--- config.mk ---
export PLATFORM = sky130hd
export DESIGN_NAME = uart_rx_recv_flat
export DESIGN_NICKNAME = d
export VERILOG_FILES = /design/src/rtl/uart_rx_recv_if.sv /design/src/rtl/uart_rx_recv.sv /design/src/flat_wrapper.sv
export SDC_FILE = /design/constraint.sdc
export NUM_CORES = 1
export LEC_CHECK = 0
export ABC_AREA = 1
export CAP_MARGIN = 20
export CORE_ASPECT_RATIO = 0.9
export CORE_MARGIN = 1
export CORE_UTILIZATION = 35
export DETAILED_ROUTE_END_ITERATION = 12
export GPL_ROUTABILITY_DRIVEN = 0
export PLACE_DENSITY = 0.63
export SETUP_SLACK_MARGIN = 0.4
export SLEW_MARGIN = 5
export SYNTH_ARGS = -nofsm -noshare
export SYNTH_HDL_FRONTEND = slang
export SYNTH_SLANG_ARGS = --single-unit
--- constraint.sdc ---
create_clock -name CLK -period 2.87 [get_ports CLK]
set_input_delay 0.574 -clock CLK [delete_from_list [all_inputs] [get_ports CLK]]
set_output_delay 0.574 -clock CLK [all_outputs]
set_load 0.005 [all_outputs]
--- src/rtl/uart_rx_recv_if.sv ---
// Consumer-side bundle of the UART receiver: received word, read strobe, status.
// Latency: none, wires only.
// Backpressure: the consumer acknowledges with ren; an unread word is overwritten by the next one and ovr is flagged.
interface uart_rx_recv_if #(
  parameter int DW = 8
);
  logic          ren;
  logic [DW-1:0] dout;
  logic          dvalid;
  logic          ferr;
  logic          ovr;
  logic          busy;

  // Receiver side drives data and status, samples the read strobe.
  modport master (
    input  ren,
    output dout, dvalid, ferr, ovr, busy
  );

  // Consumer side issues reads and observes data and status.
  modport slave (
    output ren,
    input  dout, dvalid, ferr, ovr, busy
  );
endinterface

--- src/rtl/uart_rx_recv.sv ---
// UART receiver (8N1 by default, LSB first, idle high) with framing/overrun reporting.
// Latency: dvalid rises 1 clk after the stop-bit sample, about DW+1.5 bit times after the start edge plus 3 clk (sync + edge detect).
// Backpressure: none on the line; an unread word is overwritten by the next one and ovr pulses.
// Optional: define UART_RX_MAJORITY_EN for 2-of-3 majority sampling at cnt==2,1,0 (needs SLOOP_MAX/2 >= 3).
module uart_rx_recv #(
  parameter int CLK_FREQ  = 10,
  parameter int BAUDRATE  = 9600,
  parameter int SLOOP_MAX = CLK_FREQ * 1000 * 1000 / BAUDRATE,
  parameter int DW        = 8
) (
  input  logic          CLK,
  input  logic          RST_X,
  input  logic          RX,
  uart_rx_recv_if.master bus
);

  localparam logic [2:0] IDLE  = 3'd0;
  localparam logic [2:0] START = 3'd1;
  localparam logic [2:0] DATA  = 3'd2;
  localparam logic [2:0] STOP  = 3'd3;
  localparam logic [2:0] BRK   = 3'd4;

  localparam int          BCW  = $clog2(DW + 1);
  localparam logic [31:0] HALF = 32'(SLOOP_MAX / 2 - 1);
  localparam logic [31:0] FULL = 32'(SLOOP_MAX - 1);
  localparam logic [BCW-1:0] LAST = BCW'(DW - 1);

  logic [2:0]     state;
  logic [31:0]    cnt;
  logic [BCW-1:0] bcnt;
  logic [DW-1:0]  sr;
  logic [DW-1:0]  dout;
  logic           dvalid;
  logic           ferr;
  logic           ovr;
  logic           rx_m, rx_s, rx_d;
  logic           fall;
  logic           smp;
  logic           at_smp;

  // Two-flop synchroniser for the asynchronous RX pin, plus a delayed copy for edge detection.
  always_ff @(posedge CLK or negedge RST_X) begin
    if (!RST_X) begin
      rx_m <= 1'b1;
      rx_s <= 1'b1;
      rx_d <= 1'b1;
    end else begin
      rx_m <= RX;
      rx_s <= rx_m;
      rx_d <= rx_s;
    end
  end

  assign fall   = rx_d & ~rx_s;
  assign at_smp = (cnt == 32'd0);

`ifdef UART_RX_MAJORITY_EN
  logic smp2, smp1;

  // Capture the two samples preceding each sample point for the 2-of-3 vote.
  always_ff @(posedge CLK or negedge RST_X) begin
    if (!RST_X) begin
      smp2 <= 1'b1;
      smp1 <= 1'b1;
    end else begin
      if (cnt == 32'd2) smp2 <= rx_s;
      if (cnt == 32'd1) smp1 <= rx_s;
    end
  end

  assign smp = (smp2 & smp1) | (smp2 & rx_s) | (smp1 & rx_s);
`else
  assign smp = rx_s;
`endif

  // Frame FSM: start-bit qualification, data shift-in, stop check, break wait, read handshake.
  always_ff @(posedge CLK or negedge RST_X) begin
    if (!RST_X) begin
      state  <= IDLE;
      cnt    <= 32'd0;
      bcnt   <= '0;
      sr     <= '0;
      dout   <= '0;
      dvalid <= 1'b0;
      ferr   <= 1'b0;
      ovr    <= 1'b0;
    end else begin
      ferr <= 1'b0;
      ovr  <= 1'b0;
      if (bus.ren && dvalid) dvalid <= 1'b0;
      case (state)
        IDLE: begin
          if (fall) begin
            cnt   <= HALF;
            state <= START;
          end
        end
        START: begin
          if (at_smp) begin
            if (!smp) begin
              cnt   <= FULL;
              bcnt  <= '0;
              state <= DATA;
            end else begin
              state <= IDLE;
            end
          end else begin
            cnt <= cnt - 32'd1;
          end
        end
        DATA: begin
          if (at_smp) begin
            sr   <= {smp, sr[DW-1:1]};
            cnt  <= FULL;
            bcnt <= bcnt + BCW'(1);
            if (bcnt == LAST) state <= STOP;
          end else begin
            cnt <= cnt - 32'd1;
          end
        end
        STOP: begin
          if (at_smp) begin
            if (smp) begin
              dout   <= sr;
              dvalid <= 1'b1;
              ovr    <= dvalid & ~bus.ren;
              state  <= IDLE;
            end else begin
              ferr  <= 1'b1;
              state <= BRK;
            end
          end else begin
            cnt <= cnt - 32'd1;
          end
        end
        BRK: begin
          if (rx_s) state <= IDLE;
        end
        default: state <= IDLE;
      endcase
    end
  end

  assign bus.dout   = dout;
  assign bus.dvalid = dvalid;
  assign bus.ferr   = ferr;
  assign bus.ovr    = ovr;
  assign bus.busy   = (state != IDLE);

endmodule
--- src/flat_wrapper.sv ---
// flat-port wrapper written by rule: the top's interface ports become plain ports
module uart_rx_recv_flat 
#(
  parameter int CLK_FREQ  = 10,
  parameter int BAUDRATE  = 9600,
  parameter int SLOOP_MAX = CLK_FREQ * 1000 * 1000 / BAUDRATE,
  parameter int DW        = 8
)
  (CLK, RST_X, RX, bus_ren, bus_dout, bus_dvalid, bus_ferr, bus_ovr, bus_busy);
  uart_rx_recv_if #(.DW(DW)) bus_i ();
  input  logic CLK;
  input  logic RST_X;
  input  logic RX;
  input wire logic [$bits(bus_i.ren)-1:0] bus_ren;
  output wire logic [$bits(bus_i.dout)-1:0] bus_dout;
  output wire logic [$bits(bus_i.dvalid)-1:0] bus_dvalid;
  output wire logic [$bits(bus_i.ferr)-1:0] bus_ferr;
  output wire logic [$bits(bus_i.ovr)-1:0] bus_ovr;
  output wire logic [$bits(bus_i.busy)-1:0] bus_busy;
  assign bus_i.ren = bus_ren;
  assign bus_dout = bus_i.dout;
  assign bus_dvalid = bus_i.dvalid;
  assign bus_ferr = bus_i.ferr;
  assign bus_ovr = bus_i.ovr;
  assign bus_busy = bus_i.busy;
  uart_rx_recv #(.CLK_FREQ(CLK_FREQ), .BAUDRATE(BAUDRATE), .SLOOP_MAX(SLOOP_MAX), .DW(DW)) u_core (.CLK(CLK), .RST_X(RST_X), .RX(RX), .bus(bus_i));
endmodule
# Word-level counts from Yosys, hierarchy flattened
# Cells that the tools add are included.
# W data, S select, Z words.
[totals]
latch_bits = 0
regBits = 61
rom_bits = 0
ram_bits = 0
n_memories = 0
elab_cells = 71
out_inout_bits = 12
[classes]
add_sub_neg = 2
n_mul = 0
order_cmp = 0
shifts = 0
n_eq_ne = 14
bitwise_logic = 4
n_reduce_logical = 11
div_mod_pow = 0
n_mux = 29
[ops]
columns = ["operator", "count"]
rows = [
  ["$mux W32", 5],
  ["$pmux W32 S4", 1],
  ["$logic_not A32 Y1", 1],
  ["$sub A32 B1 Y32 const B", 1],
  ["$mux W3", 7],
  ["$pmux W3 S5", 1],
  ["$mux W4", 3],
  ["$ne A2 B1 Y1 const B", 6],
  ["$mux W1", 10],
  ["$pmux W4 S2", 1],
  ["$reduce_and A4 Y1", 2],
  ["$eq A3 B2 Y1 const B", 2],
  ["$reduce_and A6 Y1", 1],
  ["$add A4 B1 Y4 const B", 1],
  ["$eq A4 B3 Y1 const B", 1],
  ["$ne A2 B2 Y1 const B", 2],
  ["$reduce_bool A4 Y1", 1],
  ["$eq A3 B1 Y1 const B", 1],
  ["$eq A3 B3 Y1 const B", 1],
  ["$logic_not A3 Y1", 1],
  ["$ne A3 B3 Y1 const B", 1],
  ["$reduce_and A3 Y1", 1],
  ["$reduce_bool A3 Y1", 1],
  ["$and A1 B1 Y1", 2],
  ["5 further kinds", 6],
]

# Logic depth before layout (Yosys ltp)
# Gate-level depths: netlist (run 1).
[depth]
word_depth = 5
mapped_depth = 13

# Least setup slack after synthesis (run 1)
# OpenSTA, ideal clock, no wires.
[synth_timing]
path_type = "register to register"
startpoint = "register u_core.cnt[0]"
endpoint = "register u_core.cnt[11]"
arrival_ps = 1610
slack_ps = 1137
t_required_ps = 2747
path_stages_with_launch = 13
n_path_buf = 1
setup_ps = 123
cell_sequence = "dfrtp_1 inv_1 ha_1 nand2_1 nor2_2 nand2_4 nor2_8 inv_1 a21oi_1 nand2_2 buf_8 nand2_2 nor2_2"
[synth_via]
elab_chain_cells = 3
word_cells_on_any_way = 9
classes_between = "add/sub: 1; eq/ne: 2; mux: 4; reduce/logical: 2"
[synth_lines]
columns = ["element", "line_no", "rtl"]
rows = [
  ["start, declared", "uart_rx_recv.sv:29", "logic [31:0] cnt;"],
  ["start signal, assigned", "uart_rx_recv.sv:108", "cnt <= cnt - 32'd1;"],
  ["start signal, assigned", "uart_rx_recv.sv:118", "cnt <= cnt - 32'd1;"],
  ["start signal, assigned", "uart_rx_recv.sv:133", "cnt <= cnt - 32'd1;"],
  ["$sub A32 B1 Y32 / $logic_not A32 Y1 (equally long branches)", "n/a", ""],
  ["$mux W32 (tied with other cells)", "uart_rx_recv.sv:122", "if (at_smp) begin"],
  ["$pmux W32 S4 / $reduce_and A4 Y1 (equally long branches)", "n/a", ""],
]
# Several ways; a longest one is shown, not always the timed one. The select of a mux whose other input is x is not followed.
# A chain may end at the register's enable or synchronous reset.

# Final worst setup path (run 1)
[layout_timing]
startpoint = "register u_core.cnt[21]"
endpoint = "register u_core.cnt[21]"
# The elaborated chain is that of the path after synthesis.

==> results of run 1 <==
flip-flops by register name, summed over array words and instances, names as in the netlist:
name               count
u_core.cnt            32
u_core.bus.dout        8
u_core.sr              8
u_core.bcnt            4
u_core.state           3
u_core.bus.dvalid      1
u_core.bus.ferr        1
u_core.bus.ovr         1
u_core.rx_d            1
u_core.rx_m            1
u_core.rx_s            1
metal layers:
layer	global-route usage (%)	up-vias
li1	-	1620
met1	26.6	1528
met2	26.0	99
met3	3.97	13
met4	6.44	0
met5	0	-
cell families after synthesis:
logic type | Yosys count
AND/OR/NAND/NOR | 313
buffers and inverters | 68
flip-flops | 61
AO/OA/AOI/OAI | 46
XOR/XNOR | 7
adder cells (fa/ha/maj) | 3
cell usage after synthesis (2+ instances only):
master    number  area (sq um)
clkbuf_1       3          11.3
dfrtp_1       58          1450
nand2_1      141           529
ha_1           3          37.5
nand4_1       16           100
nor3_1         9          45.0
o21bai_1       4          30.0
o211ai_1       4          30.0
nor2_2        22           138
inv_1         59           221
nor2_1        60           225
nand3_1       40           200
nand2_4        3          33.8
o21ai_0       29           145
nor2_4         2          22.5
nand2_2       15          93.8
xnor2_1        2          17.5
dfstp_2        3          78.8
buf_6          2          22.5
a21oi_1        5          25.0
or2_2          2          12.5
xor2_1         5          43.8
where the power goes:
part / leakage, uW / switching, uW / internal, uW
clock network: 0.000140 / 420 / 679
registers: 0.000823 / 198 / 1030
logic: 0.00119 / 1570 / 665
total: 0.00215 / 2180 / 2370
worst max path at each step:
| stage | from | end | slack (ns) | cells after the start |
|---|---|---|---|---|
| floorplan | u_core.cnt[0] | u_core.cnt[11] | 1.14 | 12 |
| global placement | u_core.cnt[24] | u_core.cnt[17] | 0.81 | 11 |
| detailed placement | u_core.cnt[0] | u_core.cnt[30] | 0.78 | 12 |
| CTS | u_core.cnt[0] | u_core.cnt[21] | 0.74 | 12 |
| global route | u_core.cnt[21] | u_core.cnt[17] | 0.58 | 11 |
| finish | u_core.cnt[21] | u_core.cnt[21] | 0.74 | 11 |
cells in the final DEF, fill, tap and decap left out:
master           instances
o2111ai_1                1
nor2_4                   2
nor2_1                  60
nand4_1                 16
o22ai_1                  1
o21bai_1                 4
nand3_1                 40
dfstp_2                  3
clkbuf_1                 1
clkinv_4                 1
ha_1                     3
inv_1                   59
buf_2                    1
clkbuf_16                9
buf_4                    1
xor2_1                   5
nor3_1                   9
nand2_2                 15
nand3_2                  1
or2_2                    2
clkdlybuf4s50_1         14
dfrtp_1                 58
bufinv_16                1
o21ai_1                  1
nor3_2                   1
buf_12                   1
a21oi_1                  5
o21ai_0                 29
nor2_2                  22
xnor2_1                  2
o31ai_1                  1
inv_4                    1
nor2_8                   1
nand2_4                  3
clkinvlp_4               2
inv_6                    2
nand2_1                141
o211ai_1                 4
worst max-delay path: stages (launching register included):
cell     delay [ns]
dfrtp_1        0.42
nor2_1         0.20
nand2_1        0.14
nor2_2         0.16
nand2_2        0.11
nor2_8         0.14
nand2_4        0.12
nand2_4        0.09
inv_4          0.09
nand2_2        0.33
inv_1          0.14
nor2_1         0.12
area by class of cell:
cell class | count | area, sq um | area share [%]
inverter | 60 | 228 | 5.44
timing repair buffer | 17 | 173 | 4.13
clock buffer | 10 | 229 | 5.47
clock inverter | 6 | 71.3 | 1.70
multi-input combinational | 369 | 1800 | 42.9
sequential | 61 | 1530 | 36.6
tap | 126 | 158 | 3.77
metrics by stage:
stage | instance area (sq um) | setup slack (ns) | total power [uW] | hold WS [ns] | util [%]
after floorplan | 3620 | 1.14 | 2960 | 0.278 | -
after global placement | 3880 | 0.809 | 3420 | 0.347 | 39.4
after detailed placement | 3880 | 0.776 | 3420 | 0.349 | 39.4
after CTS | 4190 | 0.741 | 4560 | 0.319 | 42.4
after global routing | 4190 | 0.579 | 4920 | 0.363 | 42.4
final | 4190 | 0.736 | 4560 | 0.297 | 42.4
==> metrics.txt, run 1 <==
status complete, no violations; CTS H-Tree Depth 3; initial antenna violation count 0; sequential-to-total area share from yosys stat ~42%; number of synthesis warnings 0; reg-to-reg critical path startpoint u_core.cnt[21]; RSZ-0062 raised after global routing no; xor-xnor portion of the synthesized cell area approximately 1.7%; met3 wire len 562 um; Hold Crit Class in -> async; Pre-antenna DRT Iters 5; clock period minus worst slack 2.13 ns; CTS root buf clkbuf_16; Clk pin slew, worst setup/hold paths about 0.06 ns; hpwl dp 6370 um; CTS Buf Count 9; leak pwr around 0.0022 uW; Setup Fix Bufs, Post-CTS 0; critical path class reg -> reg; Startpoint Class register; clock sinks between 60 and 70; Placed Instances 633; Synth cell types 33; Adder-Cell Fraction of Synth Area 1.04%; syn_area_per_cell slightly above 7 sq um; wire length on met1 4330 um; # setup viols final 0; layout cell share with drive strength beyond 1 a little over an eighth; wire length per cell approximately 13 um; IO buf count 15; post-route insts no fill between 600 and 700; crit end category register; critical path arrival about 2.4 ns; crit share post-route between 70% and 80%; worst-skew pair later-pin latency about 0.33 ns; CTS resizes 0; skew final between 0.007 and 0.008 ns; CTS tree built; Layout area overhead 15.7%; Initial Util 36.6%; Die X-Extent 109 um; synthesized flop and latch total just over 60; EDFF count, synth 0; Rel. slew slack roughly half; total global-route track usage a little under a fifth; I/O pins 16; capturing point of the worst reg2reg path u_core.cnt[21]; largest net degree at the start of global routing 32; Final TNS setup 0 ns; complex-gate fraction of the synthesized area 7.13%; post-synthesis mux area share 0%; worst reg2reg path depth 11; layout net count approximately 530; Die Y approximately 98 um; VDD IR max between 0.0003 and 0.0004 V; vias in the first global route 3106; first-pass GRT wire length between 10000 and 15000 um; gr ovfl total 0; n_diodes 0; ys async rst share 100%; uppermost layer routed met4; antenna-violating nets left 0; Core ar. a little under 10000 sq um; Worst Max-Slew Pin Slew 0.730 ns; Routed WL 8700 um; Worst EP required between 3 and 4 ns; Post-CTS Hold Buffers 0; post-synthesis simple-gate area fraction 39.8%; Syn Inst Count roughly 500; CP max FO 17; power per cell area ~1100 nW/um^2; Detailed Route Iter0 Violations roughly 240; maximum clock frequency between 400 and 500 MHz; Remaining DRCs 0; synthesized net count between 500 and 600; via count between 3000 and 4000; Slew Limit Fails 0; Final Hold Fails 0; Post-Syn Area approximately 3600 sq um; clk buf depth 2; Die ar. ~11000 sq um; main combinational cell family by area after synthesis simple AND/OR/NAND/NOR gates; fillers approximately 1000; metal2 WL about 3700 um; max_cap viols 0; DR vias/cell around 5; row count 34; Reg2Reg Setup Slack 0.74 ns; Most used DFF post-synth dfrtp_1
Note: power is estimated with default switching activity, not from simulation.
==> run 2, diff against run 1 <==
- PLACE_DENSITY: 0.63 -> 0.65
- clock period: 2.87 -> 1.7 ns (I/O delays scaled with it)
==> metrics.txt, run 2 (synthesis gave the netlist of run 1 again) <==
CTS tree built; CP cell instances nor2_2, nand2_2, nor2_4, nand2_4, nor2_8, nand2_4, nand2_8, inv_8, buf_6, nand3_1, nand2_2, nor2_2; Worst Max-Slew Pin Slew 0.353 ns; VDD IR max approximately 0.0010 V; maximum clock frequency roughly 580 MHz; post-route insts no fill roughly 750; max FFs per register 32; crit end category register; CTS root buf clkbuf_16; critical path arrival 2.00 ns; Reg with most FFs u_core.cnt; I/O pins 16; Die X-Extent 109 um; Startpoint Class register; Die ar. 10700 sq um; Worst EP required between 1.5 and 2 ns; layout net count ~620; Routed WL between 10000 and 15000 um; skew final approximately 0.01 ns; Pre-antenna DRT Iters 5; Setup WS post-layout -0.0322 ns; gr ovfl total 0; failing checks negative hold slack, negative setup slack; Remaining DRCs 0; CTS Buf Count 9; Crit path largest cell delay 0.41 ns; crit share post-route 102%; largest net degree at the start of global routing 62; power per cell area between 1500 and 2000 nW/um^2; Largest regs u_core.cnt: 32 flops, u_core.bus.dout: 8 flops, u_core.sr: 8 flops; wire length per cell about 15 um; RSZ-0062 raised after global routing yes; max_cap viols 0; Die Y 98.4 um; antenna-violating nets left 0; initial antenna violation count 0; Hold Crit Class in -> async; Rel. slew slack between 70 and 80%; clock period minus worst slack approximately 1.7 ns; CTS H-Tree Depth 3; worst-skew pair later-pin latency approximately 0.34 ns; worst hold slack -0.00674 ns; # setup viols final 6; Layout area overhead 55.2%; Buf/Inv on CP 2; commonest non-fill, non-tap cell in the layout nand2_1; leak pwr about 0.0028 uW; via count roughly 3800; clock sinks between 60 and 70; CP max FO 9; vias in the first global route between 3000 and 4000; Post-CTS Hold Buffers 0; DR vias/cell between 5 and 6; row count 34; hpwl dp approximately 7100 um; critical path class reg -> reg; total global-route track usage 20.3%; IO buf count 15; first-pass GRT wire length 16900 um; Slew Limit Fails 0; Max stage delay cell, worst path dfrtp_1; most frequent cells in the layout nand2_1, buf_4, dfrtp_1, inv_1, nand2_2; Final Hold Fails 3; Detailed Route Iter0 Violations 312; delay-heaviest family, CP simple AND/OR/NAND/NOR gates; clk buf depth 2; Core ar. a little under 10000 sq um; Placed Instances between 700 and 800; status finished, violations left; Initial Util between 30% and 40%; Clk pin slew, worst setup/hold paths roughly 0.060 ns; n_diodes 0; layout cell share with drive strength beyond 1 ~44%
-- run 2: changes by cell type in the layout (fill, tap and decap cells not counted), sizes merged --
cell,previous run,this run
buf,3,100
bufinv,1,0
clkbuf,10,12
clkdlybuf4s15,0,10
clkdlybuf4s50,14,2
clkinv,1,3
clkinvlp,2,1
inv,62,63
-- run 2: worst register-to-register path, stage by stage (launching register included) --
cell	delay, ns
dfrtp_1	0.41
nor2_2	0.17
nand2_2	0.11
nor2_4	0.14
nand2_4	0.09
nor2_8	0.14
nand2_4	0.09
nand2_8	0.11
inv_8	0.06
buf_6	0.14
nand3_1	0.08
nand2_2	0.05
nor2_2	0.08
-- run 2: worst paths after layout --
path                               startpoint            endpoint  slack [ns]  cells after the start
worst max-delay path            u_core.cnt[6]       u_core.cnt[5]       -0.03                     12
worst min-delay path                    RST_X  u_core.bus.dout[4]      -0.007                      2
worst max register to register  u_core.cnt[6]       u_core.cnt[5]       -0.03                     12
worst min register to register    u_core.rx_m         u_core.rx_s        0.36                      0
max in group asynchronous               RST_X         u_core.rx_d        1.38                      2
min in group CLK                  u_core.rx_m         u_core.rx_s        0.36                      0
-- run 2: timing repair --
item                                    4_1_cts  5_1_grt
setup buffers                                12       11
hold endpoints to repair                      0        0
endpoints found under the setup margin       70       63
cloned                                        0        2
gates resized for setup                      96      127
pin swaps                                    20       35
-- run 2: per-stage QoR --
step	power [uW]	instance area (sq um)	utilization [%]	setup TNS (ns)	worst slack, ns
floorplan	5100	3660	-	0	0.0692
global placement	6940	4490	45.5	-0.960	-0.0569
detailed placement	7020	4490	45.5	-1.96	-0.107
CTS	9670	5080	51.5	-0.00951	-0.00498
global route	11400	5610	56.8	-3.40	-0.145
finish	10700	5610	56.8	-0.108	-0.0322
-- run 2: cell type report --
type / instances / area, sq um
clock inverters: 7 / 56.3
well taps: 126 / 158
fillers: 813 / 4260
clock buffers: 9 / 225
repair buffers: 115 / 1040
inverters: 60 / 248
multi-input cells: 369 / 2350
flip-flops and latches: 61 / 1530
-- run 2: per-layer routing --
metal | global-route usage (%) | share of wire [%] | up-vias
met4 | 6.65 | 2.3 | 0
li1 | - | - | 1824
met5 | 0 | 0 | -
met3 | 4.23 | 5.4 | 29
met1 | 27.9 | 44 | 1855
met2 | 31.7 | 48 | 121
-- run 2: where the power goes --
group          internal [uW]  switching [uW]  leakage, uW
combinational           2930            4040      0.00183
sequential              1740             280     0.000820
clock                   1010             745     0.000137
total                   5680            5070      0.00278
